File: src/rtl/scmi_doorbell_sched.sv
// Round-robin scheduler for SCMI mailbox doorbells: latches doorbell edges and hands one channel at a time to firmware.
// Optional service watchdog enabled by defining SCHED_TIMEOUT_EN.
module scmi_doorbell_sched #(
    parameter int NumChannels   = 64,
    parameter int TimeoutCycles = 1024,
    localparam int ChanW        = (NumChannels > 1) ? $clog2(NumChannels) : 1
) (
    input  logic                   clk_i,
    input  logic                   rst_i,
    input  logic [NumChannels-1:0] doorbell_i,
    output logic                   req_valid_o,
    output logic [ChanW-1:0]       req_chan_o,
    input  logic                   req_ready_i,
    input  logic                   done_i,
    output logic                   busy_o,
    output logic [NumChannels-1:0] pending_o,
    output logic [15:0]            coalesce_cnt_o,
    output logic                   timeout_o
);

    typedef enum logic [1:0] {
        S_IDLE,
        S_OFFER,
        S_SERVICE
    } state_t;

    state_t                 r_state;
    state_t                 w_state_next;
    logic [NumChannels-1:0] r_db_q;
    logic [NumChannels-1:0] r_pending;
    logic [ChanW-1:0]       r_rr_ptr;
    logic [ChanW-1:0]       r_chan;
    logic [15:0]            r_coal;
    logic                   r_timeout;

    logic [NumChannels-1:0] w_rise;
    logic [NumChannels-1:0] w_clr;
    logic                   w_accept;
    logic                   w_load_chan;
    logic                   w_timeout;
    logic                   w_expire;
    logic                   w_found_hi;
    logic                   w_found_lo;
    logic [ChanW-1:0]       w_pick_hi;
    logic [ChanW-1:0]       w_pick_lo;
    logic [ChanW-1:0]       w_pick;
    logic [6:0]             w_coal_inc;
    logic [16:0]            w_coal_sum;

    assign w_rise   = doorbell_i & ~r_db_q;
    assign w_accept = (r_state == S_OFFER) && req_ready_i;

    // Descending scan so the last hit is the lowest index; "hi" is restricted to >= rr_ptr.
    always_comb begin
        w_found_hi = 1'b0;
        w_found_lo = 1'b0;
        w_pick_hi  = '0;
        w_pick_lo  = '0;
        for (int i = NumChannels - 1; i >= 0; i--) begin
            if (r_pending[i]) begin
                w_found_lo = 1'b1;
                w_pick_lo  = ChanW'(i);
                if (ChanW'(i) >= r_rr_ptr) begin
                    w_found_hi = 1'b1;
                    w_pick_hi  = ChanW'(i);
                end
            end
        end
        w_pick = w_found_hi ? w_pick_hi : w_pick_lo;
    end

    always_comb begin
        w_clr      = '0;
        w_coal_inc = '0;
        for (int i = 0; i < NumChannels; i++) begin
            w_clr[i] = w_accept && (r_chan == ChanW'(i));
        end
        for (int i = 0; i < NumChannels; i++) begin
            if (w_rise[i] && r_pending[i] && !w_clr[i]) begin
                w_coal_inc = w_coal_inc + 7'd1;
            end
        end
        w_coal_sum = {1'b0, r_coal} + {10'd0, w_coal_inc};
    end

`ifdef SCHED_TIMEOUT_EN
    localparam int TmrW = $clog2(TimeoutCycles) + 1;
    logic [TmrW-1:0] r_tmr;

    assign w_expire = (r_tmr == TmrW'(TimeoutCycles - 1));

    always_ff @(posedge clk_i or posedge rst_i) begin
        if (rst_i) begin
            r_tmr <= '0;
        end else if (r_state != S_SERVICE) begin
            r_tmr <= '0;
        end else if (!done_i && !w_expire) begin
            r_tmr <= r_tmr + TmrW'(1);
        end
    end
`else
    logic w_unused_tmo;
    assign w_unused_tmo = (TimeoutCycles < 2);
    assign w_expire     = 1'b0;
`endif

    always_comb begin
        w_state_next = r_state;
        w_load_chan  = 1'b0;
        w_timeout    = 1'b0;
        case (r_state)
            S_IDLE: begin
                if (w_found_lo) begin
                    w_load_chan  = 1'b1;
                    w_state_next = S_OFFER;
                end
            end
            S_OFFER: begin
                if (req_ready_i) w_state_next = S_SERVICE;
            end
            S_SERVICE: begin
                if (done_i) begin
                    w_state_next = S_IDLE;
                end else if (w_expire) begin
                    w_timeout    = 1'b1;
                    w_state_next = S_IDLE;
                end
            end
            default: w_state_next = S_IDLE;
        endcase
    end

    always_ff @(posedge clk_i or posedge rst_i) begin
        if (rst_i) begin
            r_state <= S_IDLE;
        end else begin
            r_state <= w_state_next;
        end
    end

    always_ff @(posedge clk_i or posedge rst_i) begin
        if (rst_i) begin
            r_db_q    <= '0;
            r_pending <= '0;
            r_rr_ptr  <= '0;
            r_chan    <= '0;
            r_coal    <= '0;
            r_timeout <= 1'b0;
        end else begin
            r_db_q    <= doorbell_i;
            r_pending <= (r_pending & ~w_clr) | w_rise;
            r_coal    <= w_coal_sum[16] ? 16'hFFFF : w_coal_sum[15:0];
            r_timeout <= w_timeout;
            if (w_load_chan) r_chan <= w_pick;
            if (w_accept) begin
                r_rr_ptr <= (r_chan == ChanW'(NumChannels - 1)) ? '0 : r_chan + ChanW'(1);
            end
        end
    end

    assign req_valid_o    = (r_state == S_OFFER);
    assign busy_o         = (r_state == S_SERVICE);
    assign req_chan_o     = r_chan;
    assign pending_o      = r_pending;
    assign coalesce_cnt_o = r_coal;
    assign timeout_o      = r_timeout;

endmodule

File: config.mk
export PLATFORM = sky130hd
export DESIGN_NAME = scmi_doorbell_sched
export DESIGN_NICKNAME = d
export VERILOG_FILES = /design/src/rtl/scmi_doorbell_sched.sv
export SDC_FILE = /design/constraint.sdc
export NUM_CORES = 1
export LEC_CHECK = 0
export BUFFER_PORTS_ARGS = -buffer_cell sky130_fd_sc_hd__buf_2
export CORE_MARGIN = 8
export CORE_UTILIZATION = 55
export DETAILED_ROUTE_END_ITERATION = 8
export PLACE_DENSITY = 0.84
export SKIP_CTS_REPAIR_TIMING = 1
export SKIP_LAST_GASP = 1
export SYNTH_ARGS = -nofsm -noshare
export SYNTH_HDL_FRONTEND = slang
export SYNTH_SLANG_ARGS = --single-unit
File: constraint.sdc
create_clock -name clk_i -period 67.4 [get_ports clk_i]
set_input_delay 13.48 -clock clk_i [delete_from_list [all_inputs] [get_ports clk_i]]
set_output_delay 13.48 -clock clk_i [all_outputs]
set_load 0.02 [all_outputs]
* Yosys cells after proc, flatten, opt, wreduce, memory -nomap -nowiden
Cells that the tools add are included.
** Word-level totals
- Flip-flop bits (word level) :: 158
- Input port bits :: 68
- Output and inout port bits :: 89
- Logic and storage cells :: 925
** Cells by class
- Add/subtract/negate cells :: 65
- Magnitude comparators :: 64
- Equal/unequal tests :: 68
- Multiplexer cells :: 457
- Bitwise operators :: 5
- Reductions and logical operators :: 260
** Operator list (count)
- 6-bit 2-to-1 mux :: 194
- 7-bit by 1-bit adder with 7-bit output (second input constant) :: 63
- 7-bit 2-to-1 mux :: 63
- 1-bit 2-to-1 mux :: 195
- 1-bit logical AND :: 193
- 6-bit equality test (second input constant) :: 32
- 6-bit greater-or-equal comparator (first input constant) :: 32
- 64-bit AND :: 2
- 64-bit NOT :: 2
- 6-bit by 5-bit equality test with 1-bit output (second input constant) :: 16
- 5-bit by 6-bit greater-or-equal comparator with 1-bit output (first input constant) :: 16
- 1-bit logical NOT :: 64
- 64-bit OR :: 1
- 6-bit by 4-bit equality test with 1-bit output (second input constant) :: 8
- 4-bit by 6-bit greater-or-equal comparator with 1-bit output (first input constant) :: 8
- 6-bit by 3-bit equality test with 1-bit output (second input constant) :: 4
- 3-bit by 6-bit greater-or-equal comparator with 1-bit output (first input constant) :: 4
- 16-bit by 7-bit adder with 17-bit output :: 1
- 16-bit 2-to-1 mux :: 1
- 6-bit by 2-bit equality test with 1-bit output (second input constant) :: 2
- 1-bit by 6-bit greater-or-equal comparator with 1-bit output (first input constant) :: 2
- 2-bit by 6-bit greater-or-equal comparator with 1-bit output (first input constant) :: 2
- 6-bit by 1-bit adder with 6-bit output (second input constant) :: 1
- 6-bit by 1-bit equality test with 1-bit output (second input constant) :: 1
- 9 further kinds :: 12

* Depth between registers and ports, before layout
- Depth after elaboration :: 134
- Mapped depth :: 212
- Gate-level depth less buffers :: 210

* Least setup slack after synthesis
No wires, ideal clock.
- Path kind :: input-to-reg
- Start point :: input req_ready_i
- End point :: register r_coal[10] (netlist: coalesce_cnt_o[10])
- Setup time :: 0.134 ns
- Data arrival time :: 47.692 ns
- Data required time :: 67.266 ns
- Slack :: 19.574 ns
- Stages :: 201
- Buffers on the path :: 3
- Cells stage by stage :: and4b_1 > clkbuf_1 > a21oi_1 > and3_1 > ha_1 > clkbuf_1 > xnor2_4 > xnor2_4 > ha_1 > nand2_1 > o21ai_0 > ha_1 > nand2_1 > o221ai_1 > ha_1 > nand2_1 > a21boi_0 > a211oi_1 > (+165 left out) > ha_1 > mux2_2 > ha_1 > mux2_2 > ha_1 > mux2_2 > fa_1 > a21oi_1 > nor2_1 > nor2_1 > o21bai_1 > a21oi_1 > nor2b_1 > nor2_1 > nor2_1 > nand3_1 > clkbuf_1 > nand2_1
** On the way
- Cells in the longest elaborated chain, start to end :: 133
- Elaborated cells between the ends (all ways) :: 322
- Classes of those cells :: add/sub (64); mux (65); reduce/logical (193)
** RTL lines
- start, declared :: line 13 : input logic req_ready_i,
- 1-bit logical AND * :: line 51 : assign w_accept = (r_state == S_OFFER) && req_ready_i;
- 1-bit logical AND :: line 76 : w_clr[i] = w_accept && (r_chan == ChanW'(i));
- 1-bit logical NOT :: line 79 : if (w_rise[i] && r_pending[i] && !w_clr[i]) begin
- 1-bit logical AND :: line 79
- 1-bit 2-to-1 mux :: line 79
- 7-bit by 1-bit adder with 7-bit output :: line 80 : w_coal_inc = w_coal_inc + 7'd1;
- 7-bit 2-to-1 mux :: line 79
- 7-bit by 1-bit adder with 7-bit output :: line 80
- (+117 left out)
- 7-bit by 1-bit adder with 7-bit output :: line 80
- 7-bit 2-to-1 mux :: line 79
- 7-bit by 1-bit adder with 7-bit output :: line 80
- 7-bit 2-to-1 mux :: line 79
- 7-bit by 1-bit adder with 7-bit output :: line 80
- 7-bit 2-to-1 mux * :: line 79
- 16-bit by 7-bit adder with 17-bit output * :: line 83 : w_coal_sum = {1'b0, r_coal} + {10'd0, w_coal_inc};
- 16-bit 2-to-1 mux * :: line 152 : r_coal <= w_coal_sum[16] ? 16'hFFFF : w_coal_sum[15:0];
- end signal, assigned :: line 152
- end, declared :: line 33 : logic [15:0] r_coal;
Mark *: on every way between the ends. The rest lies on a longest branch, timed or not.
A chain may end at the register's enable or synchronous reset.

* Final worst setup path
- Start point :: input req_ready_i
- End point :: register r_coal[6] (netlist: coalesce_cnt_o[6])
The elaborated chain is that of the path after synthesis.

==> summary.txt <==
Yosys
  – Mapped Area: 0.02100 mm²
  – Xor and xnor fraction of the mapped netlist area: 0.1951
  – Cell variety after synth: 117
  – Yosys top cell area share: 0.1883
  – Cells after synthesis: 2741
  – Ys async rst share: 1.000
  – Synth area leaders: dfrtp_1 (19%), xnor2_1 (9.5%), nand2_1 (5.8%), o21ai_0 (5.1%), nor2_1 (4.4%)
  – Synth Area in Compound Gates: 0.2542
  – Largest family of logic cells by synthesized area: simple AND/OR/NAND/NOR gates
  – Multiplexer area fraction after synthesis: 0.01788
  – Synth Area in Simple Gates: 0.2628
  – Syn avg cell area: 7.661 µm²
  – Post-synth EDFFs: 0
  – Post-Syn Nets: 2883
  – Seq/Total Area, Yosys: 0.1883
  – FF+latch count, synth: 158
  – Yosys warns: 0
  – Largest area contributor in the netlist: dfrtp_1
  – Synth Flop Type: dfrtp_1
  – Adder-cell share of the synthesized area: 0.04445

Global route
  – Vias in the first global route: 20350
  – First-pass GRT wire length: 111700 µm
  – Total Routing Usage GR: 0.3104
  – GRT met1 Usage: 0.4250
  – Global route overflow: 0
  – GRT met3 Usage: 0.06063
  – Grt met2 use: 0.4832
  – Layer carrying the most global-route usage: met2
  – Antenna violations before repair: 1
  – Largest net degree at the start of global routing: 88

CTS
  – Clk_lat worst skew: 0.48 ns
  – CTS clk-pin slew, worst paths: 0.08 ns
  – Clock root buffer master: clkbuf_16
  – CTS max path bufs: 2
  – CTS Buf Count: 17
  – CTS tree: built
  – CTS sink cnt: 158
  – H-tree Lvls: 4

Worst setup path
  – Slowest cell on crit path: o211ai_1
  – Crit path from: req_ready_i
  – FF-to-FF setup slack: 26.54 ns
  – Critical Path Start Type: input pin
  – Worst EP required: 67.74 ns
  – Most used cell, CP: ha_1
  – Critical path type: input pin to flip-flop
  – CP Capture Point: coalesce_cnt_o[6]
  – Worst-case reg-to-reg path depth: 196
  – Critical Path Max Stage Delay: 0.47 ns
  – CP Max Fanout: 14
  – Worst r2r src: req_chan_o[5]
  – Critical Path AT: 53.06 ns
  – Critical Path End Type: flip-flop
  – RR Endpoint: coalesce_cnt_o[6]

Route
  – WL per Instance: 21.07 µm
  – Drt first-iter violations: 2405
  – Post-DR vias/cell: 6.442
  – DRC Markers: 0
  – WL final: 71080 µm
  – DR pass1 iterations: 7
  – Total via count in the routed design: 21730
  – Antenna Nets Post-Route: 0

Place
  – Placed inst area: 0.02219 mm²
  – DP HPWL: 55840 µm
  – Buffers on Ports: 155
  – Routability cong.: 0.9971

Status
  – Status: completed

STA
  – Clock Skew: 0.01843 ns
  – Peak Freq: 0.01897 GHz
  – Period utilisation layout: 0.7822
  – Setup Viol. Count Final: 0
  – Hold WS: 0.4367 ns
  – Setup TNS: 0 ns
  – Hold Fails Final Rpt: 0
  – RSZ-0062 raised after global routing: false
  – Worst rel slew slack: 0.1607
  – Slew @ Worst Pin: 1.243 ns
  – Slew Limit Fails: 0
  – Crit path time final: 52.72 ns

Cells and area
  – Area Growth Syn to Fin: 8.437%
  – Filler instances: 3497
  – Share of cells above drive strength 1: 0.1237
  – Post-route cell area: 0.02277 mm²
  – Fin nets: 2990

Flow run
  – Max_cap viols: 0

Floorplanning
  – Chip Width: 211.4 µm
  – Top-level I/O count: 157
  – Site Rows: 71
  – Die Height: 211.4 µm
  – Die Area: 0.04469 mm²
  – Core Footprint: 0.03767 mm²
  – Starting density of the core: 0.5575

Min path
  – Hold Path Class: flip-flop to flip-flop
cells by family after synthesis:
| family | count (synthesis) |
|---|---|
| flip-flops | 158 |
| AO/OA/AOI/OAI | 796 |
| XOR/XNOR | 379 |
| multiplexers | 36 |
| adder cells (fa/ha/maj) | 74 |
| buffers and inverters | 196 |
| other | 1 |
| AND/OR/NAND/NOR | 1101 |
worst max-delay path, delay by kind of cell:
family / cells / cell delay [ns]
AO/OA/AOI/OAI: 74 / 14.15
adder cells (fa/ha/maj): 34 / 10.91
AND/OR/NAND/NOR: 48 / 6.85
XOR/XNOR: 30 / 5.38
multiplexers: 6 / 1.71
buffers and inverters: 5 / 0.60
layer usage:
metal / wire (µm) / share of wire / vias up
li1: - / - / 10160
met1: 31120 / 0.44 / 10430
met2: 31500 / 0.44 / 996
met3: 6081 / 0.086 / 141
met4: 2378 / 0.033 / 0
met5: 0 / 0 / -
synthesized netlist by cell type, types with 36 or more instances:
| master | instances |
|---|---|
| nand2_1 | 322 |
| nor2_1 | 244 |
| xnor2_1 | 228 |
| o21ai_0 | 213 |
| a21oi_1 | 163 |
| dfrtp_1 | 158 |
| inv_1 | 105 |
| xor2_1 | 92 |
| nand2b_1 | 77 |
| ha_1 | 73 |
| nor3_1 | 71 |
| nand3_1 | 69 |
| clkbuf_1 | 64 |
| a31oi_1 | 45 |
| nor2b_1 | 45 |
| or2_2 | 39 |
| o211ai_1 | 38 |
| and3_1 | 36 |
worst min path at each step:
stage                     startpoint  depth (start not counted)       endpoint  slack [ns]
after floorplan           r_db_q[11]                          1  pending_o[11]        0.43
after global placement    r_db_q[11]                          1  pending_o[11]        0.43
after detailed placement  r_db_q[13]                          1  pending_o[13]        0.44
after CTS                 r_db_q[13]                          1  pending_o[13]        0.44
after global routing      r_db_q[11]                          1  pending_o[11]        0.46
final                     r_db_q[13]                          1  pending_o[13]        0.44
state kept, by name, summed over array words and instances, names as in the netlist:
| signal | cells |
|---|---|
| req_chan_o | 6 |
| r_state | 2 |
| r_rr_ptr | 6 |
| coalesce_cnt_o | 16 |
| pending_o | 64 |
| r_db_q | 64 |
area by class of cell:
class	count	area, µm²	share of cell area
sequential	158	3954	0.1736
clock inverter	15	151.4	0.006649
timing repair buffer	173	910.9	0.04000
inverter	111	421.7	0.01852
tap	511	639.4	0.02808
multi-input combinational	2387	16270	0.7143
clock buffer	17	425.4	0.01868
antenna	1	2.502	0.0001099
cell usage in the layout, fill, tap and decap left out, drive strengths merged, types with 73 or more instances in the layout:
cell | netlist | routed
ha | 73 | 73
xnor2 | 255 | 255
nand2b | 77 | 77
nor2 | 245 | 245
dfrtp | 158 | 158
xor2 | 97 | 97
buf | 21 | 173
a21oi | 165 | 165
nand2 | 322 | 322
o21ai | 218 | 218
inv | 111 | 119
stage by stage:
stage	worst slack, ns	cells	utilization
floorplan	19.57	2741	-
global placement	16.61	3340	0.5892
detailed placement	15.18	3340	0.5892
CTS	15.41	3372	0.6045
global route	11.42	3373	0.6045
finish	14.68	3373	0.6045
Power is not shown: default switching activity piles up to over one toggle a cycle in this logic, so the estimate is an artifact.
